File: src/rtl/gmii_tx_framer_if.sv
// Byte-wide AXI-Stream frame input of the GMII transmit framer.
// The source drives data/valid/last/user; the framer returns ready.
interface gmii_tx_framer_if;
  logic [7:0] S_TDATA;
  logic       S_TVALID;
  logic       S_TLAST;
  logic       S_TUSER;
  logic       S_TREADY;

  modport master (output S_TDATA, S_TVALID, S_TLAST, S_TUSER, input S_TREADY);
  modport slave  (input S_TDATA, S_TVALID, S_TLAST, S_TUSER, output S_TREADY);
endinterface

File: src/rtl/gmii_tx_framer.sv
// GMII transmit framer: preamble, SFD, payload, zero pad, CRC-32 FCS and inter-frame gap.
// GMII outputs are registered, so each byte appears one cycle after the state that produces it.
module gmii_tx_framer #(
  parameter int PREAMBLE_LEN = 7,
  parameter int MIN_FRAME    = 60,
  parameter int IFG_BYTES    = 12
) (
  input  logic            GMII_TX_CLK,
  input  logic            SYNC_RST,
  gmii_tx_framer_if.slave s_axis,
  output logic            GMII_TX_EN,
  output logic            GMII_TX_ER,
  output logic [7:0]      GMII_TXD,
  output logic            TX_BUSY,
  output logic            FRAME_DONE,
  output logic            FRAME_ABORT
);
  localparam int          CNT_W    = 8;
  localparam int          BC_W     = $clog2(MIN_FRAME + 1);
  localparam logic [31:0] CRC_POLY = 32'hEDB88320;
  localparam logic [31:0] CRC_INIT = 32'hFFFFFFFF;

  typedef enum logic [2:0] {IDLE, PREAMBLE, SFD, DATA, PAD, FCS, IFG, DROP} state_e;

  state_e            state_q, state_d;
  logic [CNT_W-1:0]  cnt_q, cnt_d;
  logic [BC_W-1:0]   byte_cnt_q, byte_cnt_d, byte_cnt_inc;
  logic [31:0]       crc_q, crc_d, crc_inv;
  logic              tx_en_q, tx_en_d, tx_er_q, tx_er_d;
  logic              done_q, done_d, abort_q, abort_d;
  logic [7:0]        txd_q, txd_d;
  logic              beat_bad, pad_done;

  function automatic logic [31:0] crc_next(input logic [31:0] crc, input logic [7:0] data);
    logic [31:0] c;
    c = crc ^ {24'h0, data};
    for (int i = 0; i < 8; i++) c = c[0] ? ((c >> 1) ^ CRC_POLY) : (c >> 1);
    return c;
  endfunction

  // In DATA a missing beat (underrun) and an accepted errored beat both abort the frame.
  assign beat_bad     = !s_axis.S_TVALID || s_axis.S_TUSER;
  assign pad_done     = (int'(byte_cnt_q) + 1 >= MIN_FRAME);
  assign byte_cnt_inc = (byte_cnt_q == BC_W'(MIN_FRAME)) ? byte_cnt_q : byte_cnt_q + BC_W'(1);
  assign crc_inv      = ~crc_q;

  // NOTE: sequential state uses non-blocking assignments so every flop samples pre-edge values.
  always_ff @(posedge GMII_TX_CLK) begin
    if (SYNC_RST) begin
      state_q    <= IDLE;
      cnt_q      <= '0;
      byte_cnt_q <= '0;
      crc_q      <= CRC_INIT;
      tx_en_q    <= 1'b0;
      tx_er_q    <= 1'b0;
      txd_q      <= 8'h00;
      done_q     <= 1'b0;
      abort_q    <= 1'b0;
    end else begin
      state_q    <= state_d;
      cnt_q      <= cnt_d;
      byte_cnt_q <= byte_cnt_d;
      crc_q      <= crc_d;
      tx_en_q    <= tx_en_d;
      tx_er_q    <= tx_er_d;
      txd_q      <= txd_d;
      done_q     <= done_d;
      abort_q    <= abort_d;
    end
  end

  // NOTE: every combinational output gets a default first so no path can infer a latch.
  always_comb begin
    state_d = state_q;
    case (state_q)
      IDLE:     if (s_axis.S_TVALID) state_d = PREAMBLE;
      PREAMBLE: if (cnt_q == CNT_W'(PREAMBLE_LEN - 1)) state_d = SFD;
      SFD:      state_d = DATA;
      DATA: begin
        if (beat_bad)             state_d = (s_axis.S_TVALID && s_axis.S_TLAST) ? IFG : DROP;
        else if (s_axis.S_TLAST)  state_d = pad_done ? FCS : PAD;
      end
      PAD:      if (pad_done) state_d = FCS;
      FCS:      if (cnt_q == CNT_W'(3)) state_d = IFG;
      // A frame already waiting starts straight away so the gap stays exactly IFG_BYTES.
      IFG:      if (cnt_q == CNT_W'(IFG_BYTES - 1)) state_d = s_axis.S_TVALID ? PREAMBLE : IDLE;
      DROP:     if (s_axis.S_TVALID && s_axis.S_TLAST) state_d = IFG;
      default:  state_d = IDLE;
    endcase
  end

  always_comb begin
    cnt_d      = (state_d != state_q) ? '0 : cnt_q + CNT_W'(1);
    crc_d      = crc_q;
    byte_cnt_d = byte_cnt_q;
    tx_en_d    = 1'b0;
    tx_er_d    = 1'b0;
    txd_d      = 8'h00;
    done_d     = 1'b0;
    abort_d    = 1'b0;
    case (state_q)
      PREAMBLE: begin
        tx_en_d = 1'b1;
        txd_d   = 8'h55;
      end
      SFD: begin
        tx_en_d    = 1'b1;
        txd_d      = 8'hD5;
        crc_d      = CRC_INIT;
        byte_cnt_d = '0;
      end
      DATA: begin
        tx_en_d = 1'b1;
        if (beat_bad) begin
          tx_er_d = 1'b1;
          abort_d = 1'b1;
        end else begin
          txd_d      = s_axis.S_TDATA;
          crc_d      = crc_next(crc_q, s_axis.S_TDATA);
          byte_cnt_d = byte_cnt_inc;
        end
      end
      PAD: begin
        tx_en_d    = 1'b1;
        crc_d      = crc_next(crc_q, 8'h00);
        byte_cnt_d = byte_cnt_inc;
      end
      FCS: begin
        tx_en_d = 1'b1;
        txd_d   = crc_inv[{cnt_q[1:0], 3'b000} +: 8];
        done_d  = (cnt_q == CNT_W'(3));
      end
      default: ;
    endcase
  end

  assign s_axis.S_TREADY = (state_q == DATA) || (state_q == DROP);
  assign TX_BUSY         = (state_q != IDLE);
  assign GMII_TX_EN      = tx_en_q;
  assign GMII_TX_ER      = tx_er_q;
  assign GMII_TXD        = txd_q;
  assign FRAME_DONE      = done_q;
  assign FRAME_ABORT     = abort_q;
endmodule

File: src/flat_wrapper.sv
// flat-port wrapper written by rule: the top's interface ports become plain ports
module gmii_tx_framer_flat 
#(
  parameter int PREAMBLE_LEN = 7,
  parameter int MIN_FRAME    = 60,
  parameter int IFG_BYTES    = 12
)
  (GMII_TX_CLK, SYNC_RST, GMII_TX_EN, GMII_TX_ER, GMII_TXD, TX_BUSY, FRAME_DONE, FRAME_ABORT, s_axis_S_TDATA, s_axis_S_TVALID, s_axis_S_TLAST, s_axis_S_TUSER, s_axis_S_TREADY);
  gmii_tx_framer_if s_axis_i ();
  input  logic GMII_TX_CLK;
  input  logic SYNC_RST;
  output logic GMII_TX_EN;
  output logic GMII_TX_ER;
  output logic [7:0] GMII_TXD;
  output logic TX_BUSY;
  output logic FRAME_DONE;
  output logic FRAME_ABORT;
  input wire logic [$bits(s_axis_i.S_TDATA)-1:0] s_axis_S_TDATA;
  input wire logic [$bits(s_axis_i.S_TVALID)-1:0] s_axis_S_TVALID;
  input wire logic [$bits(s_axis_i.S_TLAST)-1:0] s_axis_S_TLAST;
  input wire logic [$bits(s_axis_i.S_TUSER)-1:0] s_axis_S_TUSER;
  output wire logic [$bits(s_axis_i.S_TREADY)-1:0] s_axis_S_TREADY;
  assign s_axis_i.S_TDATA = s_axis_S_TDATA;
  assign s_axis_i.S_TVALID = s_axis_S_TVALID;
  assign s_axis_i.S_TLAST = s_axis_S_TLAST;
  assign s_axis_i.S_TUSER = s_axis_S_TUSER;
  assign s_axis_S_TREADY = s_axis_i.S_TREADY;
  gmii_tx_framer #(.PREAMBLE_LEN(PREAMBLE_LEN), .MIN_FRAME(MIN_FRAME), .IFG_BYTES(IFG_BYTES)) u_core (.GMII_TX_CLK(GMII_TX_CLK), .SYNC_RST(SYNC_RST), .s_axis(s_axis_i), .GMII_TX_EN(GMII_TX_EN), .GMII_TX_ER(GMII_TX_ER), .GMII_TXD(GMII_TXD), .TX_BUSY(TX_BUSY), .FRAME_DONE(FRAME_DONE), .FRAME_ABORT(FRAME_ABORT));
endmodule
File: config.mk
export PLATFORM = sky130hd
export DESIGN_NAME = gmii_tx_framer_flat
export DESIGN_NICKNAME = d
export VERILOG_FILES = /design/src/rtl/gmii_tx_framer_if.sv /design/src/rtl/gmii_tx_framer.sv /design/src/flat_wrapper.sv
export SDC_FILE = /design/constraint.sdc
export NUM_CORES = 1
export LEC_CHECK = 0
export BUFFER_PORTS_ARGS = -buffer_cell sky130_fd_sc_hd__buf_2
export CORE_MARGIN = 3
export CORE_UTILIZATION = 62
export CTS_CLUSTER_DIAMETER = 150
export DETAILED_ROUTE_END_ITERATION = 6
export GPL_TIMING_DRIVEN = 0
export PLACE_DENSITY = 0.86
export RECOVER_POWER = 100
export SETUP_SLACK_MARGIN = 0.2
export SYNTH_ARGS = -nofsm -noshare
export SYNTH_HDL_FRONTEND = slang
export SYNTH_SLANG_ARGS = --single-unit
File: constraint.sdc
create_clock -name GMII_TX_CLK -period 5.4 [get_ports GMII_TX_CLK]
set_clock_uncertainty 0.1 [all_clocks]
set_input_delay 0.81 -clock GMII_TX_CLK [delete_from_list [all_inputs] [get_ports GMII_TX_CLK]]
set_output_delay 0.81 -clock GMII_TX_CLK [all_outputs]
set_load 0.03 [all_outputs]
### After elaboration in Yosys (flattened, before gate mapping)

Index checks and enable logic that the tools add are counted.

* bits in registers: 60
* latch bits: 0
* bits in writable memories: 0
* ROM bits: 0
* input port bits: 13
* output and inout port bits: 14
* logic and storage cells: 95
* memories: 0

* add/sub/neg operators: 3
* $mul: 0
* divide/modulo/power cells: 0
* order comparisons: 1
* equal/unequal tests: 13
* shift operators: 1
* multiplexer cells: 37
* bitwise logic cells: 20
* reduce and logical (&&, ||, !) cells: 12

Operators with widths (count)
* $mux W32: 17
* $not A13 Y14: 16
* $pmux W32 S3: 1
* $ge A32 B7 Y1 const B: 1
* $not A32 Y32: 1
* $pmux W8 S4: 1
* $shiftx A32 B6 Y8: 1
* $xor A32 B8 Y32: 1
* $mux W3: 8
* $pmux W3 S8: 1
* $pmux W6 S3: 1
* $eq A3 B3 Y1 const B: 4
* $mux W6: 2
* $add A8 B1 Y8 const B: 1
* $eq A8 B2 Y1 const B: 1
* $eq A8 B3 Y1 const B: 1
* $eq A8 B4 Y1 const B: 1
* $mux W8: 1
* $add A6 B1 Y7 const B: 1
* $add A6 B1 Y6 const B: 1
* $eq A3 B2 Y1 const B: 2
* $eq A6 B6 Y1 const B: 1
* $reduce_bool A3 Y1: 2
* $reduce_or A2 Y1: 3
* other kinds (11): 17

### Logic depth before layout (Yosys ltp)

Gate-level depths: netlist of the first run.

* word-level depth: 19
* mapped depth: 9
* depth with buffers taken out: 8

### Worst setup path after synthesis of the first run

No wires, ideal clock.

* path kind: in2reg
* start point: in s_axis_S_TDATA[1]
* end point: reg u_core.crc_q[20]
* arrival: 2.426 ns
* setup slack: 2.759 ns
* cell stages on the path: 7
* buffers on the path: 1
* cell sequence: buf_2 xnor2_1 xnor2_4 xnor3_1 a211oi_2 mux2i_1 o21a_1

* word-level cells in the longest chain between the ends: 15

Ends and longest elaborated chain
* start: declaration: line flat_wrapper.sv:18 `input wire logic [$bits(s_axis_i.S_TDATA)-1:0] s_axis_S_TDATA;`
* $xor A32 B8 Y32 (*): line gmii_tx_framer.sv:36 `c = crc ^ {24'h0, data};`
* $mux W32 (*) (3 in series): line gmii_tx_framer.sv:37 `for (int i = 0; i < 8; i++) c = c[0] ? ((c >> 1) ^ CRC_POLY) : (c >> 1);`
* $not A13 Y14 (no line)
* $mux W32 (*): line gmii_tx_framer.sv:37
* $not A13 Y14 (no line)
* $mux W32 (*) (2 in series): line gmii_tx_framer.sv:37
* $not A13 Y14 (no line)
* $mux W32 (*): line gmii_tx_framer.sv:37
* $not A13 Y14 (no line)
* $mux W32 (*): line gmii_tx_framer.sv:37
* $mux W32 (*): line gmii_tx_framer.sv:114 `if (beat_bad) begin`
* $pmux W32 S3 (*): line gmii_tx_framer.sv:101 `case (state_q)`
* end signal: assignment: line gmii_tx_framer.sv:63 `crc_q <= crc_d;`
* end: declaration: line gmii_tx_framer.sv:28 `logic [31:0] crc_q, crc_d, crc_inv;`

Mark *: on every way between the ends. The rest lies on a longest branch, timed or not. The select of a mux whose other input is x is not followed.
A chain may end at the register's enable or synchronous reset.

### Final worst setup path of the first run

* start point: reg u_core.cnt_q[0]
* end point: reg u_core.cnt_q[1]

* word-level cells in the longest chain between the ends: 5
* elaborated cells on any way between the ends: 10

Ends and longest elaborated chain
* start: declaration: line gmii_tx_framer.sv:26 `logic [CNT_W-1:0] cnt_q, cnt_d;`
* start signal: assignment: line gmii_tx_framer.sv:61 `cnt_q <= cnt_d;`
* $eq A8 B4 Y1 (tied with other cells): line gmii_tx_framer.sv:86 `IFG: if (cnt_q == CNT_W'(IFG_BYTES - 1)) state_d = s_axis.S_TVALID ? PREAMBLE : IDLE;`
* $mux W3 (on tied branches): line gmii_tx_framer.sv:86, gmii_tx_framer.sv:77, gmii_tx_framer.sv:84
* $pmux W3 S8: line gmii_tx_framer.sv:75 `case (state_q)`
* $ne A3 B3 Y1: line gmii_tx_framer.sv:93 `cnt_d = (state_d != state_q) ? '0 : cnt_q + CNT_W'(1);`
* $reduce_or A2 Y1 (no line)

Parallel ways exist; a longest one is shown, timed or not.

==> metrics, run 1 <==
total die area=8410 sq um; die width=91.7 um; leakage=1.78 nW; H-tree levels=3; Root Buffer=clkbuf_8; hold wc startpoint=u_core.crc_q[11]$_SDFFE_PP1P_; Crit path largest cell delay=0.83 ns; vias in the first global route=3824; initial antenna violation count=0; DRT Wirelength=12900 um; status=finished clean; DRT iter0 DRCs=403; Crit Path Class=reg2reg; largest net degree at the start of global routing=11; top_reg_cell synth=dfxtp_1; Post-CTS Setup Repair Bufs=0; leading cell type in the layout, fill and taps excluded=xnor2_1; sw frac=28.5%; final setup TNS=0 ns; DRT antenna net count=0; critical-path cell list=clkbuf_1 > inv_1 > ha_1 > nand2_1 > o21ai_0 > and3b_1 > a221oi_1 > nor4b_1; sequential fraction of the synthesis area=26.4%; Worst-Margin Slew=0.955 ns; Pre-antenna DRT Iters=5; Syn-to-layout area delta=7.85%; Buffers on Ports=19; nets=565; max cap viols=0; Cell Count, Final, Fillers Out=649; crit end category=flip-flop; most frequent cells in the layout=94 x xnor2_1, 66 x nor2_1, 60 x dfxtp_1, 46 x clkbuf_1, 35 x a21oi_1; layout cells sized above 1=9.22%; VDD IR-drop max=0.000152 V; WP data arrival=3.36 ns; post-synth top area cell=dfxtp_1; hold path cells=1; number of hold violations in the final report=0; CTS tree=yes; Initial Util=65.6%; Worst-path clk slew=0.07 ns; YS warnings=0; r2r setup slk=2.18 ns; Worst R2R Path Depth=8; Crit path buffers/inverters=2; Setup-failing EPs final=0; top post-synthesis cells by area=dfxtp_1 26%, xnor2_1 18%, nor2_1 5.4%; vias per cell=6.30; Pins Over Slew Limit=0; syn nets=535; Post-CTS Hold Fix Bufs=0; top cell family by delay on the critical path=compound AO/OA/AOI/OAI gates; Critical-path top delay cell=a221oi_1; Async S/R FF share, synth=0%; cell internal pwr=747 uW; Vias=4091; Tmin final=3.22 ns; DPL Wire Length=9120 um; CTS buffer count=9; post-CTS sizing=0; Comb pwr share=16.9%; worst r2r dst=u_core.cnt_q[1]$_SDFF_PP0_; Synth Register Bits=60; Core ar.=6940 sq um; library cells used by synthesis=58; clk_lat worst skew=0.35 ns; I/O pins=27; Yosys top cell area share=26.4%; Pwr Density=213 nW/um^2; Die H=91.7 um; total track usage=31.2%; Avg Inst Size Synth=8.80 sq um; WL per Instance=19.8 um; synthesized area=4560 sq um; Hold Crit Class=reg2reg; Min-Delay Endpoint=u_core.crc_q[11]$_SDFFE_PP1P_; Synth Instances=518; R2R Path Start=u_core.cnt_q[0]$_SDFF_PP0_; DRC=0; Num Clock Sinks=60; Clk pwr share=40.0%; Max Freq=311 MHz; gr ovfl total=0; NetSw=298 uW; Rel. slew slack=36.4%; num rows=30; Required @ worst endpoint=5.54 ns; Seq pwr share=43.1%; final worst path period share=59.6%; RSZ-0062 raised after global routing=false; crit path launch type=flip-flop; placed cell count=633; Max FO, Critical Path=10; GP Congestion=1.00; first-pass GRT wire length=20300 um; EDFF count, synth=0; CTS Buffer Depth=2; ant diodes=0
-- sequential cells by signal, indices dropped and copies added, names as in the netlist --
signal	flops
u_core.crc_q	32
u_core.GMII_TXD	8
u_core.cnt_q	8
u_core.byte_cnt_q	6
u_core.state_q	3
u_core.FRAME_DONE	1
u_core.GMII_TX_EN	1
u_core.GMII_TX_ER	1
-- per-stage QoR --
| step | hold slack (ns) | power [mW] | setup slack [ns] | utilization (%) | area, sq um |
|---|---|---|---|---|---|
| floorplan | 0.376 | 0.598 | 2.76 | - | 4560 |
| global placement | 0.390 | 0.632 | 2.35 | 68.7 | 4770 |
| detailed placement | 0.399 | 0.636 | 2.21 | 68.7 | 4770 |
| CTS | 0.415 | 1.04 | 2.18 | 71.5 | 4970 |
| global route | 0.449 | 1.08 | 1.91 | 70.8 | 4910 |
| finish | 0.419 | 1.05 | 2.18 | 70.8 | 4910 |
-- kinds of logic (layout without fill, tap and decap cells) --
kind of cell	Yosys count	after routing	synth area share (%)
buffers and inverters	45	80	4.59
muxes	10	10	4.39
adders and majority gates	4	4	1.10
DFF	60	60	26.4
and+or+nand+nor	144	144	15.3
xor gates and xnor gates	135	135	29.9
AOI/OAI and AO/OA	120	120	18.3
-- power groups by stage --
stage	sequential [mW]	clock (mW)	combinational [mW]
6_report	0.451	0.418	0.177
2_1_floorplan	0.462	0	0.136
3_3_place_gp	0.461	0	0.171
4_1_cts	0.451	0.417	0.176
3_5_place_dp	0.461	0	0.175
5_1_grt	0.451	0.440	0.189
-- worst register-to-register path, delay by kind of cell (launching register included) --
family / cells / cell delay (ns)
fa+ha+maj: 1 / 0.23
compound gates: 2 / 0.90
buf+inv: 2 / 0.77
simple gates: 3 / 0.60
flops: 1 / 0.52
-- cells in the mapped netlist, types with 2 or more instances --
master and n:
a211o_1 10, a211oi_1 11, a21oi_1 35, a221o_1 2
a221oi_1 11, a311oi_1 2, and2_1 2, and3_1 3
and3b_1 2, buf_1 2, buf_2 11, buf_4 3
buf_6 2, clkbuf_1 24, dfxtp_1 60, ha_1 4
inv_1 3, mux2i_1 2, mux4_2 8, nand2_1 18
nand2b_1 4, nand3_1 14, nand3b_1 3, nor2_1 65
nor2b_1 6, nor3_1 10, nor3b_1 4, nor4b_1 2
nor4bb_1 2, o211ai_1 3, o21a_1 5, o21ai_0 11
o21bai_1 17, o221ai_1 2, o22ai_1 3, or2_2 2
or3_1 2, xnor2_1 93, xnor2_2 4, xnor3_1 5
xor2_1 26, xor2_2 4
-- worst max-delay path by stage --
stage / end / startpoint / cells past startpoint
2_1_floorplan: u_core.crc_q[20]$_SDFFE_PP1P_ / s_axis_S_TDATA[1] / 7
3_3_place_gp: u_core.cnt_q[0]$_SDFF_PP0_ / u_core.cnt_q[0]$_SDFF_PP0_ / 8
3_5_place_dp: u_core.cnt_q[1]$_SDFF_PP0_ / u_core.cnt_q[0]$_SDFF_PP0_ / 8
4_1_cts: u_core.cnt_q[1]$_SDFF_PP0_ / u_core.cnt_q[0]$_SDFF_PP0_ / 8
5_1_grt: u_core.cnt_q[1]$_SDFF_PP0_ / u_core.cnt_q[0]$_SDFF_PP0_ / 8
6_report: u_core.cnt_q[1]$_SDFF_PP0_ / u_core.cnt_q[0]$_SDFF_PP0_ / 8
-- per-layer routing --
metal | GRT usage [%] | share of wire (%) | vias to the layer above
li1 | - | - | 1865
met4 | 14.6 | 4.1 | 0
met3 | 7.05 | 11 | 54
met5 | 0 | 0 | -
met1 | 42.3 | 41 | 1936
met2 | 47.1 | 44 | 236
-- final cells by class --
type | instances | area [sq um]
Buffer | 42 | 186
Clock buffer | 12 | 145
Clock inverter | 4 | 48.8
Fill cell | 585 | 2030
Inverter | 3 | 11.3
Multi-Input combinational cell | 413 | 3120
Sequential cell | 60 | 1200
Tap cell | 96 | 120
Timing Repair Buffer | 19 | 77.6
(Power assumes the default switching activity.)
==> inputs of run 2 (changes only) <==
Settings changed: CORE_UTILIZATION 62 to 56, PLACE_DENSITY 0.86 to 0.82.
Clock period 5.4 ns to 2.9 ns, I/O delays scaled along.
==> run 2 against run 1 <==
Net effect: wire length decreased by 1.5%; power increased by 87%; largest cell class unchanged; largest power group unchanged; register-to-register slack got worse by 2.0 ns; sequential power is 86% higher; setup slack worse by 2.0 ns; sequential share of layout area down 0.25 points; clock power grew 86%; global-route usage down 2.9 points.
==> metrics, run 2 (synthesis gave the netlist of run 1 again) <==
status=finished clean; top cell family by delay on the critical path=XOR/XNOR gates; crit path launch type=flip-flop; Vias=4058; total die area=9260 sq um; H-tree levels=3; Hold Crit Class=in2reg; Die H=96.2 um; max reg flops=32; final core occ=63.6%; first-pass GRT wire length=19500 um; Buffers on Ports=19; metal2 WL=5710 um; number of stages on the worst setup path=7; Post-CTS Setup Repair Bufs=0; leading cell type in the layout, fill and taps excluded=xnor2_1; CTS tree=yes; ant diodes=0; Max FO, Critical Path=10; Initial Util=58.4%; Worst-Margin Slew=0.809 ns; DRT Wirelength=12700 um; Syn-to-layout area delta=8.98%; final setup TNS=0 ns; vias per cell=6.20; Hold WS=0.350 ns; CP most frequent cell=xor2_1; clk_lat worst skew=0.35 ns; worst r2r dst=u_core.crc_q[24]$_SDFFE_PP1P_; Post-CTS Hold Fix Bufs=0; initial antenna violation count=0; WL per Instance=19.4 um; r2r setup slk=0.21 ns; vias in the first global route=3617; crit end category=flip-flop; RSZ-0062 raised after global routing=false; DRT iter0 DRCs=431; dpl ws=-0.174 ns; Root Buffer=clkbuf_8; critical path endpoint=u_core.crc_q[24]$_SDFFE_PP1P_; DPL Wire Length=8870 um; I/O pins=27; leakage=1.82 nW; final worst slack=0.213 ns; CTS Buffer Depth=2; Crit Path Class=reg2reg; Top Layer Used=met4; Pins Over Slew Limit=0; number of hold violations in the final report=0; DRC=0; CTS buffer count=9; num rows=32; critical-path cell list=clkbuf_2 > xnor3_1 > xor2_1 > xor2_1 > xnor2_1 > nor2_1 > o32a_1; Setup-failing EPs final=0; met1 WL=5250 um; met3 wire length=1440 um; die width=96.2 um; largest net degree at the start of global routing=11; Pwr Density=393 nW/um^2; Crit path buffers/inverters=1; WP data arrival=2.83 ns; Pre-antenna DRT Iters=5; Rel. slew slack=45.7%; hold wc startpoint=s_axis_S_TDATA[1]; GP Congestion=1.00; R2R Path Start=u_core.crc_q[0]$_SDFFE_PP1P_; total track usage=28.2%; Worst-path clk slew=0.07 ns; Final Total Pwr=1.95 mW; DRT antenna net count=0; Num Clock Sinks=60; Max Freq=372 MHz; max cap viols=0; Critical-path top delay cell=xnor3_1; gr ovfl total=0; most frequent cells in the layout=93 x xnor2_1, 65 x nor2_1, 60 x dfxtp_1, 36 x clkbuf_1, 35 x a21oi_1; layout cells sized above 1=11.6%; Largest Register=u_core.crc_q; final worst path period share=92.6%; Required @ worst endpoint=3.05 ns; Worst R2R Path Depth=7; Crit. Startpoint=u_core.crc_q[0]$_SDFFE_PP1P_; nets=565; Crit path largest cell delay=0.53 ns; VDD IR-drop max=0.000255 V; Core ar.=7810 sq um; Tmin final=2.69 ns
-- run 2: cell type report --
class                      instances  area (sq um)
multi-input combinational        413          3160
buffer                            42           199
timing repair buffer              19          78.8
tap                              102           128
inverter                           3          11.3
sequential                        60          1200
clock buffer                      11           141
clock inverter                     4          50.0
fill                             679          2840
-- run 2: worst min path at each step --
| stage | slack (ns) | cells after the start | end |
|---|---|---|---|
| CTS | 0.34 | 3 | u_core.GMII_TXD[1]$_SDFF_PP0_ |
| finish | 0.35 | 3 | u_core.GMII_TXD[1]$_SDFF_PP0_ |
| global route | 0.37 | 3 | u_core.GMII_TX_ER$_SDFF_PP0_ |
| detailed placement | 0.41 | 1 | u_core.crc_q[31]$_SDFFE_PP1P_ |
| global placement | 0.40 | 1 | u_core.crc_q[23]$_SDFFE_PP1P_ |
| floorplan | 0.38 | 1 | u_core.crc_q[11]$_SDFFE_PP1P_ |
-- run 2: power by group --
part,total [mW],internal [mW],switching (mW)
registers,0.839,0.831,0.00870
clock network,0.779,0.414,0.364
logic,0.334,0.143,0.190
total,1.95,1.39,0.563
-- run 2: repair_timing --
item / CTS / global route
hold endpoints to repair: 0 / 0
gates resized for setup: 2 / 14
pin swaps: 0 / 0
endpoints found under the setup margin: 8 / 24
cloned: 0 / 0
-- run 2: per-layer routing --
layer / global-route usage (%) / vias up
li1: - / 1859
met4: 10.4 / 0
met1: 37.7 / 1922
met5: 0 / -
met3: 7.66 / 32
met2: 43.5 / 245
-- run 2: per-stage QoR --
stage                     std cells  area (sq um)
after floorplan                 518          4560
after global placement          639          4780
after detailed placement        639          4780
after CTS                       654          4980
after global routing            654          4970
final                           654          4970
-- run 2: worst register-to-register path: stages, from the launching register on --
cell and delay, ns:
dfxtp_1 0.31, clkbuf_2 0.33, xnor3_1 0.53, xor2_1 0.39, xor2_1 0.35, xnor2_1 0.17
nor2_1 0.06, o32a_1 0.35
==> inputs of run 3 (changes only) <==
Settings changed: CORE_UTILIZATION 56 to 62, PLACE_DENSITY 0.82 to 0.86.
Clock period 2.9 ns to 2.7 ns, I/O delays scaled along.
==> run 3 against run 2 <==
Net effect: setup slack got worse by 0.063 ns; register-to-register slack got worse by 0.06 ns; sequential power increased by 7.5%; cell area rose by 1.5%; sequential share of layout area down 0.32 points; wire length grew 3.1%; combinational power increased by 9.0%; cell count down 0.31%; flip-flop and latch count did not move.
==> metrics, run 3 (synthesis gave the netlist of run 1 again) <==
most frequent cells in the layout=92 x xnor2_1, 64 x nor2_1, 59 x dfxtp_1, 37 x clkbuf_1, 35 x a21oi_1; H-tree levels=3; num rows=30; Vias=4102; hold path cells=3; CTS buffer count=9; layout cells sized above 1=13.1%; R2R Path Start=u_core.crc_q[0]$_SDFFE_PP1P_; vias per cell=6.29; Pre-antenna DRT Iters=5; Worst-path clk slew=0.07 ns; critical path endpoint=u_core.crc_q[24]$_SDFFE_PP1P_; placed inst area=4770 sq um; CP most frequent cell=xor2_1; WL per Instance=20.0 um; CTS Buffer Depth=2; CTS tree=yes; first-pass GRT wire length=20400 um; nets=568; cell internal pwr=1.50 mW; worst r2r dst=u_core.crc_q[24]$_SDFFE_PP1P_; Top Layer Used=met4; Required @ worst endpoint=2.85 ns; final worst slack=0.150 ns; Die H=91.7 um; crit path launch type=flip-flop; Seq pwr share=42.8%; number of stages on the worst setup path=7; max reg flops=32; vias in the first global route=3853; Max FO, Critical Path=10; Root Buffer=clkbuf_8; leakage=1.86 nW; status=finished clean; initial antenna violation count=0; max cap viols=0; leading cell type in the layout, fill and taps excluded=xnor2_1; WP data arrival=2.70 ns; Max Freq=392 MHz; clk_lat worst skew=0.36 ns; Rel. slew slack=41.8%; Pwr Density=419 nW/um^2; Hold Crit Class=in2reg; final worst path period share=94.4%; RSZ-0062 raised after global routing=false; I/O pins=27; die width=91.7 um; Crit Path Class=reg2reg; DRT iter0 DRCs=533; sw frac=28.9%; gr ovfl total=0; Clk pwr share=39.9%; DPL Wire Length=9120 um; critical-path cell list=buf_6 > xnor3_1 > xor2_1 > xor2_1 > xnor2_1 > nor2_1 > o32a_1; total die area=8410 sq um; DRT Wirelength=13100 um; met3 wire length=1470 um; metal2 WL=5820 um; met1 WL=5350 um; Comb pwr share=17.3%; Buffers on Ports=19; DRT antenna net count=0; ant diodes=0; post-route cell area=5040 sq um; Worst-Margin Slew=0.867 ns; Crit path buffers/inverters=1; dpl ws=-0.486 ns; total track usage=31.4%; Core ar.=6940 sq um; Syn-to-layout area delta=10.6%; Critical-path top delay cell=xnor3_1; crit end category=flip-flop; number of hold violations in the final report=0; Pins Over Slew Limit=0; Num Clock Sinks=60; largest net degree at the start of global routing=11; NetSw=609 uW; Initial Util=65.6%; Worst R2R Path Depth=7; Largest Register=u_core.crc_q; VDD IR-drop max=0.000303 V; Crit path largest cell delay=0.48 ns; GP Congestion=1.00; Tmin final=2.55 ns; top cell family by delay on the critical path=XOR/XNOR gates; Crit. Startpoint=u_core.crc_q[0]$_SDFFE_PP1P_; Setup-failing EPs final=0; DRC=0; r2r setup slk=0.15 ns
[run 3: cell types whose count changed in the layout (fill, tap and decap cells not counted), sizes merged]
cell,change
buf,+6
clkinvlp,-2
clkinv,+2
clkbuf,-2
[run 3: worst min-delay path by stage]
| stage | from | end |
|---|---|---|
| after CTS | s_axis_S_TDATA[1] | u_core.GMII_TXD[1]$_SDFF_PP0_ |
| after floorplan | u_core.crc_q[11]$_SDFFE_PP1P_ | u_core.crc_q[11]$_SDFFE_PP1P_ |
| after detailed placement | u_core.crc_q[23]$_SDFFE_PP1P_ | u_core.crc_q[23]$_SDFFE_PP1P_ |
| final | s_axis_S_TDATA[1] | u_core.GMII_TXD[1]$_SDFF_PP0_ |
| after global routing | s_axis_S_TDATA[1] | u_core.GMII_TXD[1]$_SDFF_PP0_ |
| after global placement | u_core.crc_q[11]$_SDFFE_PP1P_ | u_core.crc_q[11]$_SDFFE_PP1P_ |
[run 3: repair_timing]
action	CTS	global route
pin swaps	1	1
buffers inserted	1	2
gates resized for setup	10	16
hold buffers	0	0
setup endpoints to repair	32	41
[run 3: worst reg2reg max path, delay by kind of cell (launching register included)]
kind	cells	cell delay [ns]
compound gates	1	0.36
xor+xnor	4	1.41
buf+inv	1	0.19
flops	1	0.33
simple gates	1	0.07
[run 3: stage by stage]
stage	total power, mW	util, %	hold slack, ns	TNS (ns)	cells
after floorplan	1.20	-	0.376	0	518
after global routing	2.17	72.6	0.327	0	652
after global placement	1.26	68.7	0.390	-2.45	633
final	2.11	72.6	0.331	0	652
after CTS	2.09	72.0	0.323	0	650
after detailed placement	1.27	68.7	0.399	-3.49	633
[run 3: layout make-up]
type / instances / area (sq um)
plain buffers: 42 / 209
clock buffers: 12 / 145
clock inverters: 4 / 48.8
fillers: 559 / 1910
inverters: 3 / 11.3
multi-input cells: 413 / 3200
flip-flops and latches: 60 / 1200
well taps: 96 / 120
repair buffers: 22 / 97.6
[run 3: power by group through the flow]
stage	Sequential [mW]	Combinational (mW)	Clock [mW]
3_3_place_gp	0.921	0.342	0
2_1_floorplan	0.924	0.271	0
4_1_cts	0.902	0.355	0.833
5_1_grt	0.903	0.388	0.882
6_report	0.902	0.364	0.842
3_5_place_dp	0.922	0.350	0
[run 3: layer usage]
layer / global-route usage, % / vias up
li1: - / 1865
met1: 42.4 / 1954
met2: 47.7 / 246
met3: 7.22 / 37
met4: 14.1 / 0
met5: 0 / -
